==> config.mk <==
export PLATFORM = sky130hd
export DESIGN_NAME = seven_seg_scan_ctrl
export DESIGN_NICKNAME = d
export VERILOG_FILES = /design/src/rtl/seven_seg_scan_ctrl.sv
export SDC_FILE = /design/constraint.sdc
export NUM_CORES = 1
export LEC_CHECK = 0
export BUFFER_PORTS_ARGS = -buffer_cell sky130_fd_sc_hd__clkbuf_2
export CAP_MARGIN = 0
export CORE_UTILIZATION = 53
export CTS_CLUSTER_SIZE = 40
export DETAILED_ROUTE_END_ITERATION = 7
export PLACE_DENSITY_LB_ADDON = 0.05
export SLEW_MARGIN = 20
export SYNTH_ARGS = -nofsm -noshare
export SYNTH_HDL_FRONTEND = slang
export SYNTH_SLANG_ARGS = --single-unit
==> constraint.sdc <==
create_clock -name clk -period 4.6 [get_ports clk]
set_clock_uncertainty 0.05 [all_clocks]
set_input_delay 0.23 -clock clk [delete_from_list [all_inputs] [get_ports clk]]
set_output_delay 0.23 -clock clk [all_outputs]
set_load 0.05 [all_outputs]
==> src/rtl/seven_seg_scan_ctrl.sv <==
// seven_seg_scan_ctrl
// Time-multiplexing scheduler that drives one shared 7-segment bus across
// NDIG digits. Digits are scanned round-robin. Each slot is one SHOW tick
// followed by one dark GAP tick. Brightness is a PWM of the digit enable
// within SHOW. New frames are applied only at frame boundaries, so a scan
// never mixes old and new digits.
//
// Optional build macro:
//   SEVEN_SEG_ACTIVE_LOW_EN - when defined, segment and digit_en are driven
//   inverted for common-anode hardware (reset/dark value is all ones).
//
// Ports:
//   clk, rst      clock; synchronous active-high reset
//   wr_valid      new frame offered
//   wr_ready      controller can accept a frame (no frame pending)
//   wr_data       7*NDIG segment patterns, digit i = wr_data[7*i+6:7*i]
//   wr_blank      per-digit blank mask, 1 = dark
//   brightness    PWM level 0..7, sampled every cycle
//   segment       shared segment bus (registered)
//   digit_en      one-hot digit enable (registered)
//   frame_done    one-cycle pulse marking each frame boundary (registered)
//
// Handshake: a frame transfers on every clk edge where wr_valid && wr_ready
// are both high. wr_ready depends only on internal state, never on wr_valid.
// A source seeing wr_ready low must hold wr_valid and its data until the
// transfer happens.

module seven_seg_scan_ctrl #(
  parameter int NDIG     = 4,
  parameter int TICK_DIV = 5000,
  parameter int CBITS    = 13
) (
  input  logic                clk,
  input  logic                rst,
  input  logic                wr_valid,
  output logic                wr_ready,
  input  logic [7*NDIG-1:0]   wr_data,
  input  logic [NDIG-1:0]     wr_blank,
  input  logic [2:0]          brightness,
  output logic [6:0]          segment,
  output logic [NDIG-1:0]     digit_en,
  output logic                frame_done
);

  localparam int IW = (NDIG > 1) ? $clog2(NDIG) : 1;
  localparam logic [CBITS-1:0] CNT_MAX  = CBITS'(TICK_DIV - 1);
  localparam logic [IW-1:0]    IDX_LAST = IW'(NDIG - 1);
  localparam logic [CBITS+2:0] DIV_W    = (CBITS+3)'(TICK_DIV);

`ifdef SEVEN_SEG_ACTIVE_LOW_EN
  localparam logic OUT_INV = 1'b1;
`else
  localparam logic OUT_INV = 1'b0;
`endif

  typedef enum logic {
    ST_GAP  = 1'b0,
    ST_SHOW = 1'b1
  } state_t;

  state_t            state, state_next;
  logic [IW-1:0]     idx, idx_next;
  logic [CBITS-1:0]  cnt;
  logic              tick;
  logic              boundary;

  logic              pending;
  logic [7*NDIG-1:0] pend_data, act_data;
  logic [NDIG-1:0]   pend_blank, act_blank;

  logic [CBITS+2:0]  bright_p1;
  logic [CBITS+2:0]  thresh;
  logic [6:0]        seg_next;
  logic [NDIG-1:0]   en_next;

  // Prescaler: one tick every TICK_DIV clocks
  always_ff @(posedge clk) begin
    if (rst)       cnt <= '0;
    else if (tick) cnt <= '0;
    else           cnt <= cnt + CBITS'(1);
  end

  assign tick = (cnt == CNT_MAX);

  // The GAP->SHOW step out of the last digit is the frame boundary
  assign boundary = tick && (state == ST_GAP) && (idx == IDX_LAST);

  // FSM: state register
  always_ff @(posedge clk) begin
    if (rst) begin
      state <= ST_GAP;
      idx   <= IDX_LAST;
    end else begin
      state <= state_next;
      idx   <= idx_next;
    end
  end

  // FSM: next state, advances only on tick
  always_comb begin
    state_next = state;
    idx_next   = idx;
    if (tick) begin
      case (state)
        ST_GAP: begin
          state_next = ST_SHOW;
          idx_next   = (idx == IDX_LAST) ? '0 : idx + IW'(1);
        end
        ST_SHOW: state_next = ST_GAP;
        default: state_next = ST_GAP;
      endcase
    end
  end

  // Full-width product before the shift so low brightness levels keep
  // their fraction of TICK_DIV; level 7 yields exactly TICK_DIV.
  assign bright_p1 = (CBITS+3)'(brightness) + (CBITS+3)'(1);
  assign thresh    = (bright_p1 * DIV_W) >> 3;

  // FSM: output decode (registered below)
  always_comb begin
    seg_next = '0;
    en_next  = '0;
    if (state == ST_SHOW) begin
      seg_next = act_data[int'(idx)*7 +: 7];
      if (({3'b000, cnt} < thresh) && !act_blank[idx])
        en_next = NDIG'(1) << idx;
    end
  end

  // Write port and frame double-buffer. Acceptance and a pending load can
  // never coincide because wr_ready is low whenever a load is due.
  assign wr_ready = !pending;

  always_ff @(posedge clk) begin
    if (rst) begin
      pending    <= 1'b0;
      pend_data  <= '0;
      pend_blank <= '0;
      act_data   <= '0;
      act_blank  <= '1;
    end else begin
      if (boundary && pending) begin
        act_data  <= pend_data;
        act_blank <= pend_blank;
      end
      if (wr_valid && wr_ready) begin
        pend_data  <= wr_data;
        pend_blank <= wr_blank;
        pending    <= 1'b1;
      end else if (boundary && pending) begin
        pending <= 1'b0;
      end
    end
  end

  // Output registers: pins follow state/cnt by one clock. Polarity is
  // folded in here so the pins come straight from flops.
  always_ff @(posedge clk) begin
    if (rst) begin
      segment    <= {7{OUT_INV}};
      digit_en   <= {NDIG{OUT_INV}};
      frame_done <= 1'b0;
    end else begin
      segment    <= seg_next ^ {7{OUT_INV}};
      digit_en   <= en_next ^ {NDIG{OUT_INV}};
      frame_done <= boundary;
    end
  end

endmodule

# --- Word level (Yosys, flattened, before mapping) ---
# Cells that the tools add are included.
word_totals:
  inputBits: 38
  reg_bits: 93
  elab_cells: 42
  out_inout_bits: 13
op_classes:
  n_mux: 6
  shifts: 2
  bitwise: 2
  n_eq_ne: 2
  add_sub_neg: 3
  order_cmp: 2
  multipliers: 2
  n_reduce_logical: 12
ops:
  columns: ["op", "count"]
  rows:
  - ["$shiftx 28x6->7", 1]
  - ["$add 13x1->13 const B", 1]
  - ["$eq 13x13->1 const B", 1]
  - ["$lt 13x13->1", 1]
  - ["$mul 4x10->13 const B", 1]
  - ["$logic_and 1x1->1", 5]
  - ["$mul 2x3->5 const B", 1]
  - ["$add 3x1->4 const B", 1]
  - ["$reduce_or 2->1", 2]
  - ["$shl 1x2->4 const A", 1]
  - ["$lt 2x3->1 const B", 1]
  - ["$mux 1", 3]
  - ["$reduce_or 3->1", 1]
  - ["$add 2x1->2 const B", 1]
  - ["$bmux 1 s2", 1]
  - ["$eq 2x2->1 const B", 1]
  - ["$logic_not 1->1", 2]
  - ["$mux 2", 1]
  - ["$not 1->1", 2]
  - ["$pmux 1 s2", 1]
  - ["$reduce_and 2->1", 1]
  - ["$reduce_bool 2->1", 1]

# --- Depth between registers and ports, before layout ---
# Gate-level depths: netlist of run 1.
depth:
  word_depth: 6
  depth_mapped: 18
  ltp_nobuf: 18

# --- Worst setup path before layout of run 1 ---
# No wires, ideal clock.
synth_path:
  path_type: "input to register"
  start: "input brightness[0]"
  end: "register digit_en[3]"
  path_buffers: 0
  path_stages: 17
  t_required_ps: 4411
  setup_slack_ps: 871
  arrival_ps: 3540
  setup_ps: 139
  cell_sequence: "ha_1 xor2_1 inv_1 ha_1 inv_1 ha_1 ha_1 ha_1 a211oi_1 o21bai_1 a21oi_1 xnor2_1 ha_1 nand4_1 or2_1 a211oi_1 nor4b_1"
synth_via:
  elab_chain_len: 6
synth_rtl:
  columns: ["item", "line_no", "rtl"]
  rows:
  - ["start: declaration", "39", "input logic [2:0] brightness,"]
  - ["$add 3x1->4", "117", "assign bright_p1 = (CBITS+3)'(brightness) + (CBITS+3)'(1);"]
  - ["$mul 4x10->13", "118", "assign thresh = (bright_p1 * DIV_W) >> 3;"]
  - ["$lt 13x13->1", "126", "if (({3'b000, cnt} < thresh) && !act_blank[idx])"]
  - ["$logic_and 1x1->1", "126", null]
  - ["$not 1->1 (no line)", null, null]
  - ["$reduce_or 3->1 (no line)", null, null]
  - ["end signal: assignment", "162", "digit_en <= {NDIG{OUT_INV}};"]
  - ["end signal: assignment", "166", "digit_en <= en_next ^ {NDIG{OUT_INV}};"]
  - ["end: declaration", "41", "output logic [NDIG-1:0] digit_en,"]
# No other way between the ends.
# A chain may end at the register's enable or synchronous reset.

# --- Final worst setup path of run 1 ---
layout_path:
  start: "input brightness[0]"
  end: "register digit_en[2]"
# The elaborated chain is that of the path after synthesis.

==> metrics.md, run 1 <==
| Metric | Value |
|---|---|
| Status | `finished, final reports clean` |
| RSZ-0062 raised after global routing | `false` |
| Worst-Skew Late Latency | `350 ps` |
| Post-synth cell types | `42` |
| Placement Cell Area | `4352 sq um` |
| Post-synthesis cell count | `472` |
| Initial antenna violation count | `0` |
| Combinational Power Share | `10.6%` |
| CP max FO | `7` |
| Commonest non-fill, non-tap cell in the layout | `nand2_1` |
| Setup repair bufs after CTS | `0` |
| Die extent in y | `89.96 um` |
| Critical path class | `in -> reg` |
| Syn_nets | `538` |
| Inserted Diodes | `0` |
| Asr flop ratio synth | `0%` |
| Antenna Nets Post-Route | `0` |
| Layout Nets | `573` |
| Port bufs | `50` |
| Via Count | `3,233` |
| Routability cong. | `0.8368` |
| Peak VDD IR | `0.1804 mV` |
| First-pass GRT wire length | `14.09 mm` |
| H-tree depth | `3` |
| FMAX | `251.9 MHz` |
| LEAKAGE | `1.804 nW` |
| GRT Residual Overflow | `0` |
| Core Region | `7370 sq um` |
| Data arrival time of the worst path | `4110 ps` |
| Commonest cells after routing, fill and taps aside | `nand2_1 (130), dfxtp_1 (93), a21oi_1 (65)` |
| Die width | `89.96 um` |
| Vias in the first global route | `2,982` |
| Final hold vios | `0` |
| Post-synth EDFFs | `0` |
| Inserted Clock Buffers | `9` |
| CP Capture Type | `register` |
| Critical Path Start Type | `primary input` |
| Syn_area_per_cell | `8.687 sq um` |
| Setup_tns | `0 ps` |
| Hold Crit Class | `in -> reg` |
| Vias per inst | `5.300` |
| Power per cell area | `326.8 nW/um^2` |
| Setup violations, final | `0` |
| Yosys warnings | `0` |
| Initial Util | `55.64%` |
| Sw Pwr | `380.9 uW` |
| Site Rows | `31` |
| TritonCTS clock tree | `yes` |
| Die area | `8092 sq um` |
| Final instance area | `4533 sq um` |
| Fin. max-slew vios | `0` |
| Yosys reg bits | `93` |
| Relative slew slack | `27.58%` |
| CTS max path bufs | `2` |
| Sw Share | `25.71%` |
| Drt wl/cell | `13.46 um` |
| Top cells by area, synth | `dfxtp_1 (45%), nand2_1 (12%), ha_1 (8.5%)` |
| Final HPWL DP | `5.642 mm` |
| Layout cell share with drive strength beyond 1 | `15.66%` |
| CTS root buffer | `clkbuf_8` |
| Internal power | `1.100 mW` |
| Sequential Power Share | `56.5%` |
| DRC Markers | `0` |
| Worst slew pin tran | `1086 ps` |
| Post-synthesis sequential area ratio | `45.41%` |
| Clk sinks | `93` |
| Final wirelength | `8.209 mm` |
| Synthesized area | `4100 sq um` |
| Number of max-cap violations | `0` |
| Post-cts gate resize count | `0` |
| Fin crit share | `86.31%` |
| Yosys top cell by area | `dfxtp_1` |
| Synth top area share | `45.41%` |
| Initial drt markers | `197` |
| CP required | `4740 ps` |
| Synth Flop Type | `dfxtp_1` |
| I/O pin total | `51` |
| Clk pwr share | `32.9%` |
| Fin crit period | `3970 ps` |
| Pin count of the biggest net entering global routing | `74` |
| Hold buffers post-CTS | `0` |
| CTS clk-pin slew, worst paths | `90 ps` |
| DRT Pass-1 Iters | `5` |
| P&R area growth vs syn | `10.56%` |
| GRT Total Usage | `21.58%` |
[flip-flops by register name, summed over array words and instances (netlist names), 2 cells and up]
name / count
segment: 7
pend_data: 28
act_blank: 4
act_data: 28
digit_en: 4
idx: 2
pend_blank: 4
cnt: 13
[layer usage]
layer,wire length [um],track usage [%],up-vias
met1,4320,32.09,1510
met4,68,6.855,0
met2,3449,32.37,57
met3,372,2.961,6
li1,-,-,1660
met5,0,0,-
[through the flow]
step / hold slack [ps] / setup slack, ps / cells / total power, mW / utilization [%]
final: 40.57 / 629.8 / 610 / 1.481 / 61.51
after CTS: 25.23 / 649.4 / 610 / 1.498 / 61.41
after global routing: 39.25 / 230.2 / 610 / 1.561 / 61.51
after floorplan: 316.0 / 871.5 / 472 / 0.9641 / -
after detailed placement: 392.5 / 300.0 / 595 / 1.012 / 59.05
after global placement: 386.9 / 478.4 / 595 / 1.006 / 59.05
[critical path, stage by stage]
cell      delay (ps)
clkbuf_2         140
ha_1             260
xor2_1           280
inv_1            150
ha_1             300
inv_1             50
ha_1             270
ha_1             300
ha_1             310
a211oi_1         260
o21bai_1         110
a21oi_1          190
xnor2_1           90
ha_1             300
nand4_1          120
or2_1            240
a211oi_1         390
nor4_1           120
[power groups by stage]
stage | clock network [mW] | registers, mW | logic, mW
after floorplan | 0 | 0.850 | 0.114
after global placement | 0 | 0.855 | 0.151
after detailed placement | 0 | 0.855 | 0.157
after CTS | 0.503 | 0.836 | 0.159
after global routing | 0.536 | 0.839 | 0.185
final | 0.488 | 0.836 | 0.157
[cells in the mapped netlist, types with 8 or more instances]
cell,count
ha_1,28
dfxtp_1,93
nor2b_1,8
xnor2_1,13
a21oi_1,65
nand2_1,131
inv_1,11
mux4_2,8
nand3_1,9
nor2_1,22
nor3_1,8
clkbuf_1,16
[logic make-up (layout without fill, tap and decap cells)]
logic type	count (synthesis)	count (layout)	synth area share (%)
compound gates	79	79	10.50
xor+xnor	18	18	3.845
fa+ha+maj	28	28	8.544
buf+inv	40	79	4.516
flops	93	93	45.41
mux	9	9	4.638
simple gates	205	205	22.55
[path summary, 6_finish.rpt]
kind	slack (ps)	end	cells past startpoint	start
worst min-delay path	40	pend_data[3]	3	wr_data[3]
worst max-delay path	630	digit_en[2]	18	brightness[0]
worst max register to register	1950	act_data[26]	5	idx[0]
worst min register to register	400	act_data[9]	2	pend_data[9]
[cell type report]
class / instances / area, sq um
Clock buffer: 11 / 141.4
Clock inverter: 4 / 32.53
Fill cell: 667 / 2836
Inverter: 12 / 45.04
Multi-Input combinational cell: 339 / 2063
Sequential cell: 93 / 1862
Tap cell: 99 / 123.9
Timing Repair Buffer: 52 / 265.3
Power figures use the tool's default switching activity.
==> run 2: changes to the inputs <==
--- a/config.mk
+++ b/config.mk
@@ -8,4 +8,5 @@
 export BUFFER_PORTS_ARGS = -buffer_cell sky130_fd_sc_hd__clkbuf_2
 export CAP_MARGIN = 0
+export CORE_MARGIN = 5
 export CORE_UTILIZATION = 53
 export CTS_CLUSTER_SIZE = 40
==> constraint.sdc (replaced) <==
create_clock -name clk -period 5 [get_ports clk]
set_clock_uncertainty 0.05 [all_clocks]
set_input_delay 0.5 -clock clk [delete_from_list [all_inputs] [get_ports clk]]
set_output_delay 0.5 -clock clk [all_outputs]
set_load 0.05 [all_outputs]
==> run 2 against run 1 <==
  * Clock-buffer cell count shrank 2
  * Global-route usage is 3.4 points lower
  * Sequential power shrank 8.0%
  * Register-to-register slack better by 410 ps
  * Power decreased by 6.9%
  * Largest power group unchanged
==> metrics.md, run 2 (synthesis gave the netlist of run 1 again) <==
| Metric | Value |
|---|---|
| Data arrival time of the worst path | `4460 ps (+350 ps)` |
| Number of max-cap violations | `0 (unchanged)` |
| FF-to-FF End | `act_data[19]` |
| Max incr delay on CP | `450 ps (+60 ps)` |
| Fin worst setup slack | `698.7 ps (+68.89 ps)` |
| Worst-Skew Late Latency | `360 ps (about the same)` |
| Sw Pwr | `373.3 uW (-2.0%)` |
| Power per cell area | `303.5 nW/um^2 (-7.1%)` |
| Vias per inst | `5.254 (-0.87%)` |
| Site Rows | `32 (+3.2%)` |
| Final HPWL DP | `5.899 mm (+4.5%)` |
| DRC Markers | `0 (unchanged)` |
| Non-filler cells, final | `614 (+0.66%)` |
| Placed cell count | `598 (+0.50%)` |
| Relative slew slack | `48.63% (+21 points)` |
| Fin crit share | `86.03%` |
| CP most frequent cell | `ha_1` |
| Combinational Power Share | `10.7% (about the same)` |
| Worst hold path depth | `3 (unchanged)` |
| Critical Path Start Type | `primary input` |
| Worst R2R Start | `idx[0]` |
| Cell Chain, Critical Path | `clkbuf_2 -> ha_1 -> xor2_1 -> inv_1 -> ha_1 -> inv_1 -> ha_1 -> ha_1 -> ha_1 -> a211oi_1 -> o21bai_1 -> a21oi_1 -> xnor2_1 -> ha_1 -> nand4_1 -> or2_1 -> a211oi_1 -> nor4_1` |
| Commonest non-fill, non-tap cell in the layout | `nand2_1` |
| Pwr Total | `1.379 mW (-6.9%)` |
| Worst slew pin tran | `769.5 ps (-316.8 ps)` |
| Initial drt markers | `131 (-34%)` |
| Clk sinks | `93 (unchanged)` |
| Internal power | `1.006 mW (-8.6%)` |
| WHS Endpoint | `pend_data[1]` |
| Clk pwr share | `33.5% (+0.6 points)` |
| Inserted Diodes | `0 (unchanged)` |
| Fill count | `727 (+9.0%)` |
| Critical path class | `in -> reg` |
| P&R area growth vs syn | `10.80%` |
| Setup repair bufs after CTS | `0 (unchanged)` |
| CP required | `5160 ps (+420 ps)` |
| Core Region | `7647 sq um (+3.8%)` |
| Setup_tns | `0 ps (unchanged)` |
| Commonest cells after routing, fill and taps aside | `nand2_1 (130), dfxtp_1 (93), a21oi_1 (65)` |
| H-tree depth | `3 (unchanged)` |
| CTS clk-pin slew, worst paths | `100 ps (about the same)` |
| Post-cts gate resize count | `0 (unchanged)` |
| Placement Cell Area | `4355 sq um (about the same)` |
| Initial antenna violation count | `0 (unchanged)` |
| Sequential Power Share | `55.8% (-0.7 points)` |
| Fin. max-slew vios | `0 (unchanged)` |
| Final instance area | `4543 sq um (+0.22%)` |
| First-pass GRT wire length | `14.23 mm (+1.0%)` |
| Layout cell share with drive strength beyond 1 | `16.21% (+0.56 points)` |
| Via Count | `3,226 (-0.22%)` |
| Worst path slowest cell | `a211oi_1` |
| Setup violations, final | `0 (unchanged)` |
| DP Worst Slack | `382.1 ps (+82.14 ps)` |
| Post-Route Utilization | `59.41% (-2.1 points)` |
| Die area | `9595 sq um (+19%)` |
| Layout Nets | `573 (unchanged)` |
| Cells on worst reg2reg path | `5 (unchanged)` |
| CP max FO | `7 (unchanged)` |
| Die extent in y | `97.96 um (+8.9%)` |
| Hold buffers post-CTS | `0 (unchanged)` |
| Sw Share | `27.07% (+1.4 points)` |
| Final hold vios | `0 (unchanged)` |
| Registers with the most flip-flops | `act_data: 28 flops, pend_data: 28 flops, cnt: 13 flops` |
| Peak VDD IR | `0.2003 mV (+11%)` |
| TritonCTS clock tree | `yes` |
| Inserted Clock Buffers | `9 (unchanged)` |
| Pin count of the biggest net entering global routing | `74 (unchanged)` |
| CP Capture Type | `register` |
| GRT Residual Overflow | `0 (unchanged)` |
| Port bufs | `50 (unchanged)` |
| R2R Setup Slk | `2360 ps (+410 ps)` |
| Vias in the first global route | `3,002 (+0.67%)` |
| Fin Hold WS | `290.0 ps (+249.5 ps)` |
| FMAX | `232.5 MHz` |
| Die width | `97.96 um (+8.9%)` |
| RSZ-0062 raised after global routing | `false` |
| Status | `finished, final reports clean` |
| Hold Crit Class | `in -> reg` |
| GRT Total Usage | `18.19% (-3.4 points)` |
| I/O pin total | `51 (unchanged)` |
| LEAKAGE | `1.815 nW (+0.60%)` |
| CTS root buffer | `clkbuf_8` |
| Final wirelength | `8.559 mm (+4.3%)` |
| Antenna Nets Post-Route | `0 (unchanged)` |
| Fin crit period | `4301 ps` |
| HP Start | `wr_data[1]` |
| CTS max path bufs | `2 (unchanged)` |
| Initial Util | `53.62% (-2.0 points)` |
| Routability cong. | `0.8106 (-3.1%)` |
| DRT Pass-1 Iters | `4 (-1)` |
| Drt wl/cell | `13.94 um (+3.6%)` |
==> run 2: changes by cell type in the layout (fill, tap and decap cells not counted), sizes merged <==
cell / previous run / this run
clkbuf: 61 / 59
clkinvlp: 2 / 1
clkinv: 1 / 2
inv: 13 / 16
==> run 2: power by group through the flow <==
stage	sequential [mW]	combinational, mW	clock, mW
final	0.769	0.148	0.462
after global routing	0.772	0.171	0.507
after CTS	0.769	0.147	0.472
after detailed placement	0.786	0.145	0
after global placement	0.786	0.140	0
after floorplan	0.782	0.105	0
==> run 2: how the worst max path moves through the flow <==
stage	start	slack (ps)	endpoint	depth (start not counted)
6_report	brightness[0]	700	digit_en[2]	18
4_1_cts	brightness[0]	740	digit_en[2]	18
3_5_place_dp	brightness[0]	380	digit_en[2]	18
2_1_floorplan	brightness[0]	1000	digit_en[3]	17
3_3_place_gp	brightness[0]	600	digit_en[2]	18
5_1_grt	brightness[0]	440	digit_en[2]	18
==> run 2: cell type report <==
| type | count | area, sq um | share of cell area [%] |
|---|---|---|---|
| Sequential cell | 93 | 1862 | 40.98 |
| Tap cell | 102 | 127.6 | 2.809 |
| Inverter | 12 | 45.04 | 0.9915 |
| Clock buffer | 9 | 123.9 | 2.727 |
| Clock inverter | 7 | 55.05 | 1.212 |
| Timing Repair Buffer | 52 | 265.3 | 5.839 |
| Multi-Input combinational cell | 339 | 2064 | 45.44 |
==> run 2: critical path, delay by kind of cell <==
family / cells / cell delay, ps
xor+xnor: 2 / 340
simple gates: 3 / 500
buf+inv: 3 / 330
compound gates: 4 / 1050
fa+ha+maj: 6 / 1750
==> run 2: layer usage <==
layer	routed length (um)	track usage (%)
met1	4508	26.79
met2	3541	25.97
met3	404	4.643
met4	105	5.964
met5	0	0
